[config.mk]
export PLATFORM = sky130hd
export DESIGN_NAME = axis_beat_compare
export DESIGN_NICKNAME = d
export VERILOG_FILES = /design/src/rtl/axis_chk_pkg.sv /design/src/rtl/axis_beat_compare.sv
export SDC_FILE = /design/constraint.sdc
export NUM_CORES = 1
export LEC_CHECK = 0
export ABC_AREA = 1
export BUFFER_PORTS_ARGS = -buffer_cell sky130_fd_sc_hd__buf_2
export CORE_AREA = 2 2 203 205
export DETAILED_ROUTE_END_ITERATION = 6
export DIE_AREA = 0 0 205 207
export PLACE_DENSITY = 0.3
export SYNTH_ARGS = -nofsm -noshare
export SYNTH_HDL_FRONTEND = slang
export SYNTH_SLANG_ARGS = --single-unit
[constraint.sdc]
create_clock -name vclk -period 9.5
set_input_delay 1.9 -clock vclk [all_inputs]
set_output_delay 1.9 -clock vclk [all_outputs]
set_load 0.005 [all_outputs]
[src/rtl/axis_chk_pkg.sv]
// Shared types, default parameters and the expected-byte helper for the
// AXI4-Stream fixed-pattern packet checker.
package axis_chk_pkg;

    localparam int          DEF_DATA_W        = 512;
    localparam int          DEF_BEATS_PER_PKT = 8;
    localparam logic [7:0]  DEF_STEP          = 8'h0F;
    localparam int          DEF_CNT_W         = 16;

    typedef enum logic [1:0] {
        RECV    = 2'd0,
        OVERRUN = 2'd1,
        REPORT  = 2'd2
    } axis_chk_state_t;

    // Only the low 8 bits of the index matter, since the product is taken mod 256.
    function automatic logic [7:0] exp_byte0(input logic [7:0] idx, input logic [7:0] step);
        return idx * step;
    endfunction

endpackage

[src/rtl/axis_beat_compare.sv]
// Combinational check of one captured beat: byte 0 must follow the
// idx*STEP ramp and every higher byte must be zero.
module axis_beat_compare
    import axis_chk_pkg::*;
#(
    parameter int         DATA_W = DEF_DATA_W,
    parameter int         IDX_W  = 3,
    parameter logic [7:0] STEP   = DEF_STEP
) (
    input  logic [DATA_W-1:0] data,
    input  logic [IDX_W-1:0]  beat_idx,
    output logic              data_ok
);

    logic [7:0] exp_b0;

    assign exp_b0 = exp_byte0(8'(beat_idx), STEP);

    generate
        if (DATA_W > 8) begin : g_wide
            assign data_ok = (data[7:0] == exp_b0) && (data[DATA_W-1:8] == '0);
        end else begin : g_narrow
            assign data_ok = (data[7:0] == exp_b0);
        end
    endgenerate

endmodule

==> metrics.md, run 1 <==
| Metric | Value |
|---|---|
| Crit. Startpoint | beat_idx[0] |
| Final hold viol count | 0 |
| Worst Setup End Kind | primary output |
| Violation count after the first detailed-route iteration | 134 |
| Setup repair after global routing missed its margin | false |
| Synthesized area per cell | between 4 and 5 sq um |
| Post-CTS setup repair buffer count | 0 |
| Static power due to leakage | 0.003014 uW |
| Register Area | 0 sq um |
| Largest net degree at the start of global routing | 4 |
| Count of pins on the block boundary | 516 |
| Simple-Gate Fraction of Synth Area | 0.8193 |
| Total number of yosys warnings | 0 |
| Final layout net count | roughly 1,500 |
| Cell family with most CP delay | adder cells |
| First-pass GRT wire length | between 20,000 and 25,000 microns |
| Top cells by area, synth | sky130_fd_sc_hd__nor2_1 50%, sky130_fd_sc_hd__nand4_1 14%, sky130_fd_sc_hd__nand2_1 13% |
| IO Port Bufs | ~520 |
| Combined area of all synthesized cells | roughly 2100 sq um |
| Post-CTS Resized | 0 |
| Placeable core region | just over 40,000 sq um |
| Launch instance of the worst min-delay path | data[6] |
| Remaining number of nets flagged by the antenna check after routing | 0 |
| GRT Residual Overflow | 0 |
| End point of the worst hold path | data_ok |
| Total GRT Usage | 0.07450 |
| Required time at the worst-slack endpoint | approximately 7600 ps |
| Number of global-route vias before repair | a little under 5,000 |
| Maximum cell stage delay along the critical path | a little under 600 ps |
| Largest family of logic cells by synthesized area | simple AND/OR/NAND/NOR gates |
| Area growth from synthesis to final layout | 151.3% |
| Number of distinct standard cells referenced by the synthesized netlist | 16 |
| Class of the tightest hold or removal check | input pin to primary output |
| Number of iterations in the first detailed-routing pass | 4 |
| Slowest CP cell | sky130_fd_sc_hd__fa_1 |
| Diode count | 0 |
| Xor-xnor portion of the synthesized cell area | 0.01224 |
| Via-per-instance ratio | a little over 3 |
| Final period utilization | 0.6578 |
| Slew at the pin with the worst max-slew slack | between 200 and 300 ps |
| Crit path kind | input pin to primary output |
| Gate count after technology mapping | between 400 and 500 |
| Adder-cell share of the synthesized area | 0.06294 |
| Starting Density | 0.05319 |
| Startpoint kind of the worst setup timing path | input pin |
| Final core occ | 0.1336 |
| Layout clock buffers | 0 |
| Worst ir drop on vdd | between 0.007 and 0.008 mV |
| Average wire per cell in the routed design | around 11 microns |
| Residual DRC | 0 |
| Portion of synthesized cell area occupied by the leading cell type | 0.5000 |
| Routability Congestion | about 0.80 |
| Result of the run | completed |
| Worst rel slew slack | 0.8005 |
| Share of the yosys chip area belonging to registers | 0 |
| Multiplexer share of the synthesized area | 0 |
| Detailed Route WL | approximately 18,000 microns |
| Vias | between 4,000 and 5,000 |
| Setup TNS | 0 ps |
| Cells on Worst Hold Path | 7 |
| Die Span Y | slightly above 200 microns |
| Site Rows | 74 |
| Number of antenna violations at the first check in global routing | 3 |
| Combined buffer and inverter count along the critical path | 5 |
| Number of setup violations in the final report | 0 |
| Minimum clock period | about 6200 ps |
| Synth Area in Compound Gates | 0.01107 |
| Peak fanout along the critical path | 3 |
| Cells traversed along the worst timing path | buf_2, inv_1, fa_1, inv_1, ha_1, inv_1, fa_1, nand2_1, nand2_1, nor2_1, nand2_1, nor2_1, nand3_1, nor2_1, nand2_1, nor2_2, buf_2 |
| Post-layout power | 160.5 uW |
| Commonest non-fill, non-tap cell in the layout | sky130_fd_sc_hd__buf_2 |
| Area of the die | roughly 42,000 sq um |
| Largest area contributor in the synthesized netlist | sky130_fd_sc_hd__nor2_1 |
| Power per cell area | between 20 and 30 nW/um^2 |
| Number of buffers inserted by hold repair at cts | 0 |
| Most frequent cells in the layout | 516 x sky130_fd_sc_hd__buf_2, 286 x sky130_fd_sc_hd__nor2_1, 73 x sky130_fd_sc_hd__nand2_1 |
| Die boundary width | roughly 200 microns |
| HPWL after DPL | 16,860 microns |
| Worst path setup slack after routing | about 3300 ps |
| Highest clock rate | 160.0 MHz |
| Data arrival time of the critical path | 4350 ps |
| Post-Place Setup Slack | ~3200 ps |
| Final Slew Violations | 0 |
| Net count of the mapped netlist | 1,020 |
| Proportion of layout cells with a drive suffix above 1 | 0.5138 |
| Maxcap violations | 0 |
| Num sequential | 0 |
| Most prevalent standard cell on the critical path | sky130_fd_sc_hd__nand2_1 |
## power by group
part / internal (uW) / leakage [uW] / switching (uW) / total [uW]
registers: 0 / 0 / 0 / 0
clock network: 0 / 0 / 0 / 0
logic: 96.5 / 0.00301 / 64.0 / 160
total: 96.5 / 0.00301 / 64.0 / 160
## worst max path at each step
stage          cells past startpoint  endpoint  slack [ps]
5_1_grt                           16   data_ok        2990
3_5_place_dp                      17   data_ok        3200
6_report                          17   data_ok        3250
2_1_floorplan                     14   data_ok        3710
3_3_place_gp                      16   data_ok        3250
4_1_cts                           17   data_ok        3210
## tightest hold or removal path, stage by stage
cell and delay, ps:
sky130_fd_sc_hd__buf_2 100, sky130_fd_sc_hd__nand2_1 50, sky130_fd_sc_hd__nand3_1 70, sky130_fd_sc_hd__nor2_1 40
sky130_fd_sc_hd__nand2_1 70, sky130_fd_sc_hd__nor2_2 40, sky130_fd_sc_hd__buf_2 130
## cell usage after synthesis
library cell	instances
sky130_fd_sc_hd__nor2_1	286
sky130_fd_sc_hd__nand2_1	73
sky130_fd_sc_hd__inv_1	54
sky130_fd_sc_hd__nand4_1	48
sky130_fd_sc_hd__and2_1	9
sky130_fd_sc_hd__ha_1	6
sky130_fd_sc_hd__nor3_1	4
sky130_fd_sc_hd__fa_1	3
sky130_fd_sc_hd__nor2_2	3
sky130_fd_sc_hd__nand3_1	2
sky130_fd_sc_hd__o21ai_0	2
sky130_fd_sc_hd__xor2_1	2
sky130_fd_sc_hd__a21oi_1	1
sky130_fd_sc_hd__a21oi_2	1
sky130_fd_sc_hd__or2_1	1
sky130_fd_sc_hd__xnor2_1	1
## stage by stage
stage / instances / hold WS [ps] / instance area, sq um
after floorplan: 496 / 4033 / 2147
after global placement: 1544 / 4331 / 5395
after detailed placement: 1544 / 4327 / 5395
after CTS: 1544 / 4328 / 5395
after global routing: 1544 / 4396 / 5395
final: 1544 / 4302 / 5395
## metal layers
layer / track usage / up-vias / share of wire
li1: - / 2575 / -
met3: 0.01038 / 18 / 0.096
met1: 0.07241 / 1883 / 0.34
met2: 0.1622 / 303 / 0.54
met4: 0.01042 / 6 / 0.016
met5: 0 / - / 0.0023
## logic make-up (layout without fill, tap and decap cells)
| kind of cell | count (synthesis) | in the layout |
|---|---|---|
| AOI/OAI and AO/OA | 4 | 4 |
| xor gates and xnor gates | 3 | 3 |
| adders and majority gates | 9 | 9 |
| buffers and inverters | 54 | 570 |
| and+or+nand+nor | 426 | 426 |
## layout make-up
class	instances	area [sq um]
Fill cell	4806	34970
Timing Repair Buffer	516	2582
Multi-Input combinational cell	442	1944
Tap cell	532	665.6
Inverter	54	202.7
Power figures use the tool's default switching activity.
==> inputs of run 2 (changes only) <==
CORE_AREA = 2 2 200 202   (was 2 2 203 205)
DIE_AREA = 0 0 202 204   (was 0 0 205 207)
clock period = 5.9 ns   (was 9.5 ns; I/O delays follow)
==> metrics.md, run 2 (same netlist as run 1, synthesis figures left out) <==
| Metric | Value |
|---|---|
| Maximum cell stage delay along the critical path | 550 ps (-40 ps) |
| Total of fill cells in the finished design | 4,686 (-2.5%) |
| Setup repair after global routing missed its margin | false |
| Number of iterations in the first detailed-routing pass | 4 (unchanged) |
| Slowest CP cell | sky130_fd_sc_hd__fa_1 |
| Number of global-route vias before repair | 4,876 (-0.43%) |
| Number of standard cells in the final layout excluding fillers | 1,538 (-0.39%) |
| M2 GR Usage | 0.1603 (-0.001877) |
| Minimum clock period | 4758 ps |
| Layout clock buffers | 0 (unchanged) |
| Detailed Route WL | 18,100 microns (+3.3%) |
| Area of the die | 41,210 sq um (-2.9%) |
| Combined buffer and inverter count along the critical path | 5 (unchanged) |
| Cells traversed along the worst timing path | buf_2, inv_1, fa_1, inv_1, ha_1, inv_1, fa_1, o21ai_0, nor2_1, nand2_1, nor2_1, nand3_1, nor2_1, nand2_1, nor2_2, buf_2 |
| Worst hold margin | 2850 ps (-1451 ps) |
| Number of setup violations in the final report | 0 (unchanged) |
| Commonest non-fill, non-tap cell in the layout | sky130_fd_sc_hd__buf_2 |
| Number of buffers inserted by hold repair at cts | 0 (unchanged) |
| Via-per-instance ratio | 3.151 (+1.7%) |
| Crit path kind | input pin to primary output |
| Largest net degree at the start of global routing | 4 (unchanged) |
| Result of the run | completed |
| IO Port Bufs | 516 (unchanged) |
| Final layout net count | 1,538 (unchanged) |
| Site Rows | 73 (-1.4%) |
| Most frequent cells in the layout | 516 x sky130_fd_sc_hd__buf_2, 286 x sky130_fd_sc_hd__nor2_1, 73 x sky130_fd_sc_hd__nand2_1 |
| Die boundary width | 202 microns (-1.5%) |
| Total placed cells including tap cells | 1,537 (-0.45%) |
| Count of pins on the block boundary | 516 (unchanged) |
| Maxcap violations | 0 (unchanged) |
| Worst ir drop on vdd | 0.01413 mV (+78%) |
| Die Span Y | 204 microns (-1.4%) |
| Proportion of layout cells with a drive suffix above 1 | 0.5138 (unchanged) |
| Slew at the pin with the worst max-slew slack | 462.5 ps (+164.4 ps) |
| Final core occ | 0.1375 (+0.003882) |
| Static power due to leakage | 0.003014 uW (about the same) |
| Highest-utilization routing layer at the global route stage | met2 |
| Peak fanout along the critical path | 3 (unchanged) |
| Cell family with most CP delay | adder cells |
| Worst Setup End Kind | primary output |
| Average wire per cell in the routed design | 11.77 microns (+3.7%) |
| Highest clock rate | 210.2 MHz |
| Number of antenna violations at the first check in global routing | 3 (unchanged) |
| Starting Density | 0.05479 (+0.001608) |
| CP Capture Point | data_ok |
| First-pass GRT wire length | 24,870 microns (+2.4%) |
| Post-layout power | 260.4 uW (+62%) |
| Routability Congestion | 0.8156 (+1.7%) |
| Register Area | 0 sq um (unchanged) |
| Setup TNS | 0 ps (unchanged) |
| Worst rel slew slack | 0.6905 (-0.1100) |
| Met3 routing resource usage after global routing | 0.01690 (+0.006517) |
| Post-CTS Resized | 0 (unchanged) |
| GRT Residual Overflow | 0 (unchanged) |
| Class of the tightest hold or removal check | input pin to primary output |
| Final hold viol count | 0 (unchanged) |
| Total GRT Usage | 0.07745 (+0.002947) |
| Final Slew Violations | 0 (unchanged) |
| Remaining number of nets flagged by the antenna check after routing | 0 (unchanged) |
| Data arrival time of the critical path | 3580 ps (-770 ps) |
| Power per cell area | 48.32 nW/um^2 (+62%) |
| HPWL after DPL | 17,370 microns (+3.0%) |
| Crit. Startpoint | beat_idx[0] |
| Residual DRC | 0 (unchanged) |
| Post-CTS setup repair buffer count | 0 (unchanged) |
| Startpoint kind of the worst setup timing path | input pin |
| Area growth from synthesis to final layout | 151.0% |
| Number of cells on the critical path | 16 (-1) |
| Combined area of the multi-input logic cells | 1944 sq um (unchanged) |
| Violation count after the first detailed-route iteration | 170 (+27%) |
| Final period utilization | 0.8064 |
| Num sequential | 0 (unchanged) |
| Placeable core region | 39,180 sq um (-2.9%) |
| GR Layer Usage met1 | 0.08099 (+0.008581) |
| Required time at the worst-slack endpoint | 4720 ps (-2880 ps) |
| Vias | 4,846 (+1.3%) |
-- run 2: changes by cell type in the layout (fill, tap and decap cells not counted) --
cell | previous run | this run
sky130_fd_sc_hd__diode_2 | 0 | 1
-- run 2: layout make-up --
class / count / area share
antenna: 1 / 0.0004644
multi-input combinational: 442 / 0.3608
inverter: 54 / 0.03761
timing repair buffer: 516 / 0.4792
tap: 525 / 0.1219
-- run 2: power by group --
part	switching, uW	internal, uW
Sequential	0	0
Clock	0	0.0000227
Combinational	105	155
-- run 2: per-layer routing --
| layer | wire length (microns) | up-vias |
|---|---|---|
| met5 | 31 | - |
| met4 | 172 | 4 |
| met3 | 1784 | 12 |
| met2 | 9598 | 307 |
| met1 | 6516 | 1946 |
| li1 | - | 2577 |
-- run 2: worst min path at each step --
stage | startpoint | to | slack (ps) | depth (start not counted)
2_1_floorplan | data[6] | data_ok | 2590 | 5
3_3_place_gp | data[6] | data_ok | 2860 | 7
3_5_place_dp | data[6] | data_ok | 2860 | 7
4_1_cts | data[6] | data_ok | 2860 | 7
5_1_grt | data[6] | data_ok | 2910 | 7
6_report | data[6] | data_ok | 2850 | 7
-- run 2: stage by stage --
stage | instance area, sq um | worst slack, ps
2_1_floorplan | 2147 | 1546
4_1_cts | 5386 | 1081
3_3_place_gp | 5386 | 1117
5_1_grt | 5386 | 852.9
6_report | 5389 | 1142
3_5_place_dp | 5386 | 1070
-- run 2: tightest hold or removal path, cell delays in order --
cell and delay (ps):
sky130_fd_sc_hd__buf_2 100, sky130_fd_sc_hd__nand2_1 50, sky130_fd_sc_hd__nand3_1 70, sky130_fd_sc_hd__nor2_1 40
sky130_fd_sc_hd__nand2_1 70, sky130_fd_sc_hd__nor2_2 30, sky130_fd_sc_hd__buf_2 130
==> inputs of run 3 (changes only) <==
CORE_AREA = 2 2 203 205   (was 2 2 200 202)
DIE_AREA = 0 0 205 207   (was 0 0 202 204)
clock period = 4.05 ns   (was 5.9 ns; I/O delays follow)
==> metrics.md, run 3 (same netlist as run 1, synthesis figures left out) <==
| Metric | Value |
|---|---|
| Worst ir drop on vdd | 0.02504 mV (+77%) |
| Final Slew Violations | 0 (unchanged) |
| Final hold viol count | 0 (unchanged) |
| Number of iterations in the first detailed-routing pass | 4 (unchanged) |
| Worst Setup End Kind | primary output |
| Number of global-route vias before repair | 4,855 (-0.43%) |
| Most frequent cells in the layout | 513 x sky130_fd_sc_hd__buf_2, 286 x sky130_fd_sc_hd__nor2_1, 73 x sky130_fd_sc_hd__nand2_1 |
| Worst hold margin | 2120 ps (-730.1 ps) |
| Peak fanout along the critical path | 2 (-1) |
| Maximum cell stage delay along the critical path | 570 ps (+20 ps) |
| Via-per-instance ratio | 3.085 (-2.1%) |
| Remaining number of nets flagged by the antenna check after routing | 0 (unchanged) |
| Result of the run | completed |
| Minimum clock period | 3804 ps |
| Final period utilization | 0.9392 |
| Placeable core region | 40,370 sq um (+3.0%) |
| IO Port Bufs | 516 (unchanged) |
| Proportion of layout cells with a drive suffix above 1 | 0.5235 (+0.009695) |
| Cells traversed along the worst timing path | buf_8, inv_4, fa_1, inv_2, ha_4, inv_2, fa_1, nand2_1, nand2_1, nor2_1, nand2_1, nor2_1, nand3_1, nor2_1, nand2_1, nor2_2, buf_2 |
| Data arrival time of the critical path | 2990 ps (-590 ps) |
| Violation count after the first detailed-route iteration | 110 (-35%) |
| Slew at the pin with the worst max-slew slack | 284.3 ps (-178.3 ps) |
| Largest net degree at the start of global routing | 4 (unchanged) |
| Layout clock buffers | 0 (unchanged) |
| Average wire per cell in the routed design | 11.36 microns (-3.5%) |
| Startpoint kind of the worst setup timing path | input pin |
| Final Instance Area | 5494 sq um (+2.0%) |
| Maxcap violations | 0 (unchanged) |
| Required time at the worst-slack endpoint | 3240 ps (-1480 ps) |
| Number of antenna violations at the first check in global routing | 4 (+1) |
| Area growth from synthesis to final layout | 155.9% |
| Total GRT Usage | 0.07486 (-0.002584) |
| Residual DRC | 0 (unchanged) |
| Commonest non-fill, non-tap cell in the layout | sky130_fd_sc_hd__buf_2 |
| Final layout net count | 1,546 (+0.52%) |
| Class of the tightest hold or removal check | input pin to primary output |
| Static power due to leakage | 0.003055 uW (+1.4%) |
| Routability Congestion | 0.7987 (-2.1%) |
| Worst rel slew slack | 0.8090 (+0.1185) |
| Cell family with most CP delay | adder cells |
| Slowest CP cell | sky130_fd_sc_hd__fa_1 |
| Highest clock rate | between 200 and 300 MHz |
| Area of the die | 42,440 sq um (+3.0%) |
| Die Span Y | 207 microns (+1.5%) |
| First-pass GRT wire length | 24,480 microns (-1.6%) |
| GRT Residual Overflow | 0 (unchanged) |
| Power per cell area | 70.93 nW/um^2 (+47%) |
| Site Rows | 74 (+1.4%) |
| Combined area of the multi-input logic cells | 1957 sq um (+0.64%) |
| Crit path kind | input pin to primary output |
| Number of buffers inserted by hold repair at cts | 0 (unchanged) |
| Post-place instance area | 5433 sq um (+0.86%) |
| Number of setup violations in the final report | 0 (unchanged) |
| Vias | 4,794 (-1.1%) |
| Setup TNS | 0 ps (unchanged) |
| Num sequential | 0 (unchanged) |
| Total of fill cells in the finished design | 4,826 (+3.0%) |
| Setup repair after global routing missed its margin | true |
| Count of pins on the block boundary | 516 (unchanged) |
| HPWL after DPL | 16,950 microns (-2.4%) |
| Combined buffer and inverter count along the critical path | 5 (unchanged) |
| Detailed Route WL | 17,650 microns (-2.5%) |
| Register Area | 0 sq um (unchanged) |
| Most prevalent standard cell on the critical path | sky130_fd_sc_hd__nand2_1 |
| Starting Density | 0.05319 (-0.001608) |
| Die boundary width | 205 microns (+1.5%) |
run 3: final cells by class:
class | instances | share of cell area
multi-input cells | 442 | 0.3562
diodes | 2 | 0.0009110
well taps | 532 | 0.1212
repair buffers | 524 | 0.4844
inverters | 54 | 0.03735
run 3: through the flow:
step,utilization,setup slack [ps],instances,power [uW]
CTS,0.1346,42.86,1549,387.7
global route,0.1360,3.149,1553,445.6
global placement,0.1346,57.33,1549,385.8
floorplan,-,436.3,496,104.9
detailed placement,0.1346,18.94,1549,386.1
finish,0.1361,246.2,1554,389.7
run 3: layer usage:
layer / track usage / wire (microns) / up-vias
li1: - / - / 2596
met1: 0.07365 / 5978 / 1863
met2: 0.1580 / 9431 / 305
met3: 0.01337 / 1841 / 24
met4: 0.01414 / 359 / 6
met5: 0 / 41 / -
run 3: worst min-delay path: cells and delay by family:
family,cells,cell delay (ps)
and+or+nand+nor,5,270
buffers and inverters,2,230
run 3: path summary, 6_finish.rpt:
path                  cells after the start  slack [ps]        start  endpoint
worst max-delay path                     17         250  beat_idx[0]   data_ok
worst min-delay path                      7        2120      data[6]   data_ok
run 3: where the power goes:
part / internal [uW] / leakage (uW) / switching [uW] / total [uW]
combinational: 236 / 0.00305 / 153 / 390
clock: 0.0000660 / 0.0000000127 / 0 / 0.0000660
sequential: 0 / 0 / 0 / 0
run 3: repair_timing:
action / 4_1_cts / 5_1_grt
setup endpoints to repair: 0 / 1
resized for setup: 0 / 13
buffers inserted: 0 / 3
